## config.mk

```make
export PLATFORM = sky130hd
export DESIGN_NAME = cache_line_fill_engine
export DESIGN_NICKNAME = d
export VERILOG_FILES = /design/src/rtl/cache_line_fill_engine_pkg.sv /design/src/rtl/cache_line_fill_engine_line_beat_counter.sv /design/src/rtl/cache_line_fill_engine.sv
export SDC_FILE = /design/constraint.sdc
export NUM_CORES = 2
export LEC_CHECK = 0
export CORE_AREA = 2 2 476 478
export DETAILED_ROUTE_END_ITERATION = 8
export DIE_AREA = 0 0 478 480
export SLEW_MARGIN = 20
export SYNTH_ARGS = -nofsm -noshare
export SYNTH_HDL_FRONTEND = slang
export SYNTH_SLANG_ARGS = --single-unit
export TNS_END_PERCENT = 50
```

## constraint.sdc

```tcl
create_clock -name clk -period 9.7 [get_ports clk]
set_clock_uncertainty 0.05 [all_clocks]
set_input_delay 1.94 -clock clk [delete_from_list [all_inputs] [get_ports clk]]
set_output_delay 1.94 -clock clk [all_outputs]
set_load 0.02 [all_outputs]
```

## src/rtl/cache_line_fill_engine_pkg.sv

```systemverilog
// rtl/cache_line_fill_engine_pkg.sv - shared state encoding and geometry helpers for the line fill engine
package cache_line_fill_engine_pkg;

  typedef enum logic [2:0] {
    ST_IDLE,
    ST_WORD_WR,
    ST_WR_DONE,
    ST_EVICT,
    ST_FILL,
    ST_FILL_DONE
  } state_t;

  function automatic int tag_bits_of(input int addr_bits, input int index_bits, input int block_offset);
    return addr_bits - index_bits - block_offset;
  endfunction

  function automatic int line_bits_of(input int block_offset);
    return 8 * (2 ** block_offset);
  endfunction

  function automatic int words_per_line_of(input int block_offset, input int word_size);
    return line_bits_of(block_offset) / word_size;
  endfunction

  // Byte-within-word offset width; the word index field sits directly above it.
  function automatic int byte_off_bits_of(input int word_size);
    return $clog2(word_size / 8);
  endfunction

endpackage

```

## src/rtl/cache_line_fill_engine_line_beat_counter.sv

```systemverilog
// rtl/cache_line_fill_engine_line_beat_counter.sv - word index within a line, advanced once per completed beat
module cache_line_fill_engine_line_beat_counter #(
  parameter int CNT_W = 4
) (
  input  logic             clk,
  input  logic             rst,
  input  logic             clear,
  input  logic             inc,
  output logic [CNT_W-1:0] count,
  output logic             last
);

  always_ff @(posedge clk) begin
    if (rst || clear) begin
      count <= '0;
    end else if (inc) begin
      count <= count + CNT_W'(1);
    end
  end

  // Line length is a power of two, so the final beat is the all-ones index.
  assign last = &count;

endmodule

```

## src/rtl/cache_line_fill_engine.sv

```systemverilog
// rtl/cache_line_fill_engine.sv - line refill / dirty eviction / single word write sequencer on a word-wide bus
module cache_line_fill_engine
  import cache_line_fill_engine_pkg::*;
#(
  parameter int WORD_SIZE      = 32,
  parameter int ADDR_BITS      = 32,
  parameter int INDEX_BITS     = 5,
  parameter int BLOCK_OFFSET   = 6,
  parameter int TAG_BITS       = tag_bits_of(ADDR_BITS, INDEX_BITS, BLOCK_OFFSET),
  parameter int LINE_BITS      = line_bits_of(BLOCK_OFFSET),
  parameter int WORDS_PER_LINE = words_per_line_of(BLOCK_OFFSET, WORD_SIZE),
  parameter bit WRITE_BACK     = 1'b1
) (
  input  logic                 clk,
  input  logic                 rst,
  input  logic                 enable,
  input  logic                 re,
  input  logic                 wr,
  input  logic [ADDR_BITS-1:0] addr,
  input  logic [WORD_SIZE-1:0] wr_data,
  input  logic                 victim_dirty,
  input  logic [TAG_BITS-1:0]  victim_tag,
  input  logic [LINE_BITS-1:0] victim_line,
  output logic [LINE_BITS-1:0] fill_line,
  output logic [TAG_BITS-1:0]  fill_tag,
  output logic                 full_line_wr,
  output logic                 re_ack,
  output logic                 wr_ack,
  output logic [ADDR_BITS-1:0] ext_addr,
  output logic [WORD_SIZE-1:0] ext_data_out,
  input  logic [WORD_SIZE-1:0] ext_data_in,
  output logic                 ext_re,
  output logic                 ext_wr,
  input  logic                 ext_ack,
  output logic                 busy
);

  localparam int CNT_W  = $clog2(WORDS_PER_LINE);
  localparam int BYTE_W = byte_off_bits_of(WORD_SIZE);

  state_t                     state, state_n;
  logic [ADDR_BITS-1:BYTE_W]  cap_addr;
  logic [WORD_SIZE-1:0]       cap_wdata;
  logic [TAG_BITS-1:0]        cap_vtag;
  logic [LINE_BITS-1:0]       cap_vline;
  logic [CNT_W-1:0]           cnt;
  logic                       cnt_last;
  logic                       beat;
  logic                       accept;
  logic [TAG_BITS-1:0]        cap_tag;
  logic [INDEX_BITS-1:0]      cap_index;

  assign cap_tag   = cap_addr[ADDR_BITS-1 -: TAG_BITS];
  assign cap_index = cap_addr[BLOCK_OFFSET +: INDEX_BITS];
  assign accept    = (state == ST_IDLE) && (re || wr);
  assign beat      = (ext_re || ext_wr) && ext_ack;

  cache_line_fill_engine_line_beat_counter #(
    .CNT_W (CNT_W)
  ) u_beat_counter (
    .clk   (clk),
    .rst   (rst),
    .clear (!enable || (state == ST_IDLE)),
    .inc   (beat && ((state == ST_EVICT) || (state == ST_FILL))),
    .count (cnt),
    .last  (cnt_last)
  );

  always_ff @(posedge clk) begin
    if (rst || !enable) begin
      state <= ST_IDLE;
    end else begin
      state <= state_n;
    end
  end

  always_comb begin
    state_n = state;
    case (state)
      ST_IDLE: begin
        if (wr) begin
          state_n = ST_WORD_WR;
        end else if (re) begin
          state_n = (WRITE_BACK && victim_dirty) ? ST_EVICT : ST_FILL;
        end
      end
      ST_WORD_WR:   if (beat) state_n = ST_WR_DONE;
      ST_WR_DONE:   state_n = ST_IDLE;
      ST_EVICT:     if (beat && cnt_last) state_n = ST_FILL;
      ST_FILL:      if (beat && cnt_last) state_n = ST_FILL_DONE;
      ST_FILL_DONE: state_n = ST_IDLE;
      default:      state_n = ST_IDLE;
    endcase
  end

  // Abort clears everything so a partially assembled line is never visible.
  always_ff @(posedge clk) begin
    if (rst || !enable) begin
      cap_addr  <= '0;
      cap_wdata <= '0;
      cap_vtag  <= '0;
      cap_vline <= '0;
      fill_line <= '0;
      fill_tag  <= '0;
    end else begin
      if (accept) begin
        cap_addr  <= addr[ADDR_BITS-1:BYTE_W];
        cap_wdata <= wr_data;
        cap_vtag  <= victim_tag;
        cap_vline <= victim_line;
      end
      if ((state == ST_FILL) && beat) begin
        fill_line[int'(cnt)*WORD_SIZE +: WORD_SIZE] <= ext_data_in;
        if (cnt_last) begin
          fill_tag <= cap_tag;
        end
      end
    end
  end

  // Bus outputs decode from registered state only, so ext_ack never reaches them combinationally.
  always_comb begin
    ext_re       = 1'b0;
    ext_wr       = 1'b0;
    ext_addr     = '0;
    ext_data_out = '0;
    case (state)
      ST_WORD_WR: begin
        ext_wr       = 1'b1;
        ext_addr     = {cap_addr, {BYTE_W{1'b0}}};
        ext_data_out = cap_wdata;
      end
      ST_EVICT: begin
        ext_wr       = 1'b1;
        ext_addr     = {cap_vtag, cap_index, cnt, {BYTE_W{1'b0}}};
        ext_data_out = cap_vline[int'(cnt)*WORD_SIZE +: WORD_SIZE];
      end
      ST_FILL: begin
        ext_re   = 1'b1;
        ext_addr = {cap_tag, cap_index, cnt, {BYTE_W{1'b0}}};
      end
      default: ;
    endcase
  end

  assign wr_ack       = (state == ST_WR_DONE);
  assign re_ack       = (state == ST_FILL_DONE);
  assign full_line_wr = (state == ST_FILL_DONE);
  assign busy         = (state != ST_IDLE);

endmodule

```

==> flow_summary_export.csv <==
group,metric,value,unit
cts,htreeDepth,4,
synthesis,synth_most_common_cell,"nand2_1",
synthesis,ys_seq_area_frac,0.504,
cts,worstSkewPairLatency,780,ps
timing,max-slew-margin-rel,0.189,
synthesis,ys_async_sr_fraction,0,
grt,grt_overflow,0,
synthesis,synth-warning-count,0,
worst_setup_path,cp.required,7710,ps
power_and_ir_drop,p_total,0.0109,W
grt,antenna_found_initial,77,
floorplanning,pin_count,1239,
worst_setup_path,critical_path_class,"flip-flop to output pin",
placement,port_buffers,1234,
synthesis,syn_avg_cell_area,8.32,sq um
drt,via_count,44600,
worst_setup_path,cp_max_fo,91,
job,drv_cap,0,
floorplanning,die_h,480,microns
cts,cts_made_buffers,134,
worst_setup_path,cp-end-kind,"output pin",
synthesis,synth_area_leaders,"dfxtp_1 (50%), nand2_1 (13%), a21oi_1 (9.3%), mux2i_1 (3.6%), mux4_2 (3.3%)",
timing,rsz0062_at_grt,"false",
drt,dr.pass1.iters,6,
synthesis,synth_top_area_frac,0.504,
synthesis,synth_edf_count,0,
drt,drt_iter0_drc,3969,
timing,final-setup-viol-count,0,
cts,clock_sinks,1135,
synthesis,ys.flop_type,"dfxtp_1",
grt,track_usage,0.195,
cells_and_area,final_nets,6965,
power_and_ir_drop,p_per_area,169,nW/um^2
cells_and_area,drive_gt1_frac,0.0729,
cts,cts_tree,"yes",
power_and_ir_drop,peakVddDrop,0.151,mV
drt,final_antenna_net_count,0,
grt,grt_pass1_wl,320000,microns
cts,cts_hold_buf,0,
cts,clockRootBuffer,"clkbuf_16",
drt,drc_errors,0,
drt,wire_per_inst,24.9,microns
floorplanning,die-area,229000,sq um
grt,grt_max_degree,199,
cells_and_area,synthToLayoutAreaGrowth,43.0,%
timing,report.final.slew_viol_count,0,
placement,routabilityCongestion,0.875,
min_path,hp-class,"flip-flop to flip-flop",
floorplanning,fp.dieW,478,microns
synthesis,synth_cell_types,57,
cts,path_clk_slew,60,ps
floorplanning,core-area,224000,sq um
cts,cts_setup_buffers,0,
placement,dpl.hpwl,173000,microns
synthesis,synth_cells,5418,
cts,max-clock-path-buffers,3,
floorplanning,fp-row-count,174,
cts,ctsResizeCount,0,
power_and_ir_drop,p_leak,21.1,nW
drt,drt-total-wl,236000,microns
timing,finalHoldViolCount,0,
timing,worst_pin_slew,1220,ps
timing,fmax,0.146,GHz
timing,finalSetupTns,0,ps
synthesis,mappedNetlistArea,45100,sq um
worst_setup_path,crit_arrival,4850,ps
floorplanning,initial_utilization,0.201,
status,outcome,"finished clean",
synthesis,yosys-top-cells-count,"nand2_1 (1505), dfxtp_1 (1135), a21oi_1 (837)",
drt,via_per_inst,4.71,
timing,post-route-period-util,0.705,
grt,grt_pass1_vias,42200,
synthesis,synth-seq-cells,1135,
timing,min_period,6840,ps
synthesis,synth_top_area_cell,"dfxtp_1",
worst_setup_path,startpoint_type,"flip-flop",
-- cell families after synthesis --
logic type | after synthesis | share of synthesized area
adders and majority gates | 6 | 0.00166
other | 1 | 0.0000832
DFF | 1135 | 0.504
buffers and inverters | 578 | 0.0541
and+or+nand+nor | 2065 | 0.191
AOI/OAI and AO/OA | 1402 | 0.180
muxes | 227 | 0.0687
xor gates and xnor gates | 4 | 0.000777
-- layout by cell type (no fill, tap or decap), types with 6 or more instances in the layout --
master / netlist / final
nor2_4: 0 / 6
diode_2: 0 / 45
nand3_1: 252 / 251
inv_1: 8 / 8
clkbuf_16: 0 / 134
buf_12: 0 / 13
ha_1: 6 / 6
nor2_1: 118 / 112
clkinvlp_4: 0 / 7
o21ai_1: 21 / 20
buf_2: 165 / 19
mux2i_1: 160 / 160
and3_1: 24 / 24
a22o_1: 52 / 52
o31ai_1: 12 / 12
nand2_1: 1505 / 1503
clkbuf_1: 346 / 30
a32oi_1: 135 / 135
clkinv_2: 0 / 18
clkbuf_8: 0 / 22
mux4_2: 66 / 66
a31o_2: 20 / 20
nor2b_1: 10 / 7
a22oi_1: 63 / 63
o21ai_0: 246 / 246
clkdlybuf4s50_1: 0 / 1215
a21oi_1: 837 / 835
nand4_1: 113 / 113
buf_4: 3 / 89
dfxtp_1: 1135 / 1132
-- state kept, by name, indices dropped and copies added, names as in the netlist --
name	cells
fill_line	512
fill_tag	21
cap_vline	512
u_beat_counter.count	4
cap_wdata	32
state	3
cap_addr	30
cap_vtag	21
-- per-layer routing --
metal  vias up  global-route usage  wire length [microns]
met5         -                   0                    204
met3       476              0.0587                  22200
met4        32               0.109                  12500
met1     21400               0.225                  89200
li1      20500                   -                      -
met2      2111               0.322                 111000
-- final timing paths --
kind         slack [ps]  cells after the start                    start         endpoint
min                 400                      2           fill_line[178]   fill_line[178]
max                2860                      6  u_beat_counter.count[0]  ext_data_out[7]
min reg2reg         400                      2           fill_line[178]   fill_line[178]
max reg2reg        5130                      9  u_beat_counter.count[0]   fill_line[166]
-- stage by stage --
| stage | instances | hold WS, ps | worst slack, ps | area (sq um) | utilization |
|---|---|---|---|---|---|
| after detailed placement | 9178 | 392 | 3650 | 59900 | 0.268 |
| after CTS | 9414 | 400 | 2740 | 64300 | 0.287 |
| after floorplan | 5419 | 382 | 5620 | 45100 | - |
| final | 9460 | 400 | 2860 | 64500 | 0.288 |
| after global routing | 9445 | 413 | 2700 | 64400 | 0.288 |
| after global placement | 9176 | 387 | 3290 | 59900 | 0.267 |
-- critical path, stage by stage (launching register included) --
cell,delay (ps)
dfxtp_4,860
buf_12,510
mux2i_1,360
a22oi_1,280
a32oi_1,710
o21ai_0,400
clkdlybuf4s50_1,660
-- where the power goes --
part           internal, W  switching [W]
registers          0.00477      0.0000664
logic             0.000381       0.000596
clock network      0.00289        0.00222
total              0.00804        0.00289
-- area by class of cell --
type                            count  area (sq um)
Multi-Input combinational cell   3706         20200
Timing Repair Buffer             1337         13200
Tap cell                         2992          3740
Sequential cell                  1135         22700
Inverter                            9          33.8
Fill cell                       23800        160000
Clock inverter                     50           641
Clock buffer                      186          3770
Antenna cell                       45           113
Power figures use the tool's default switching activity.
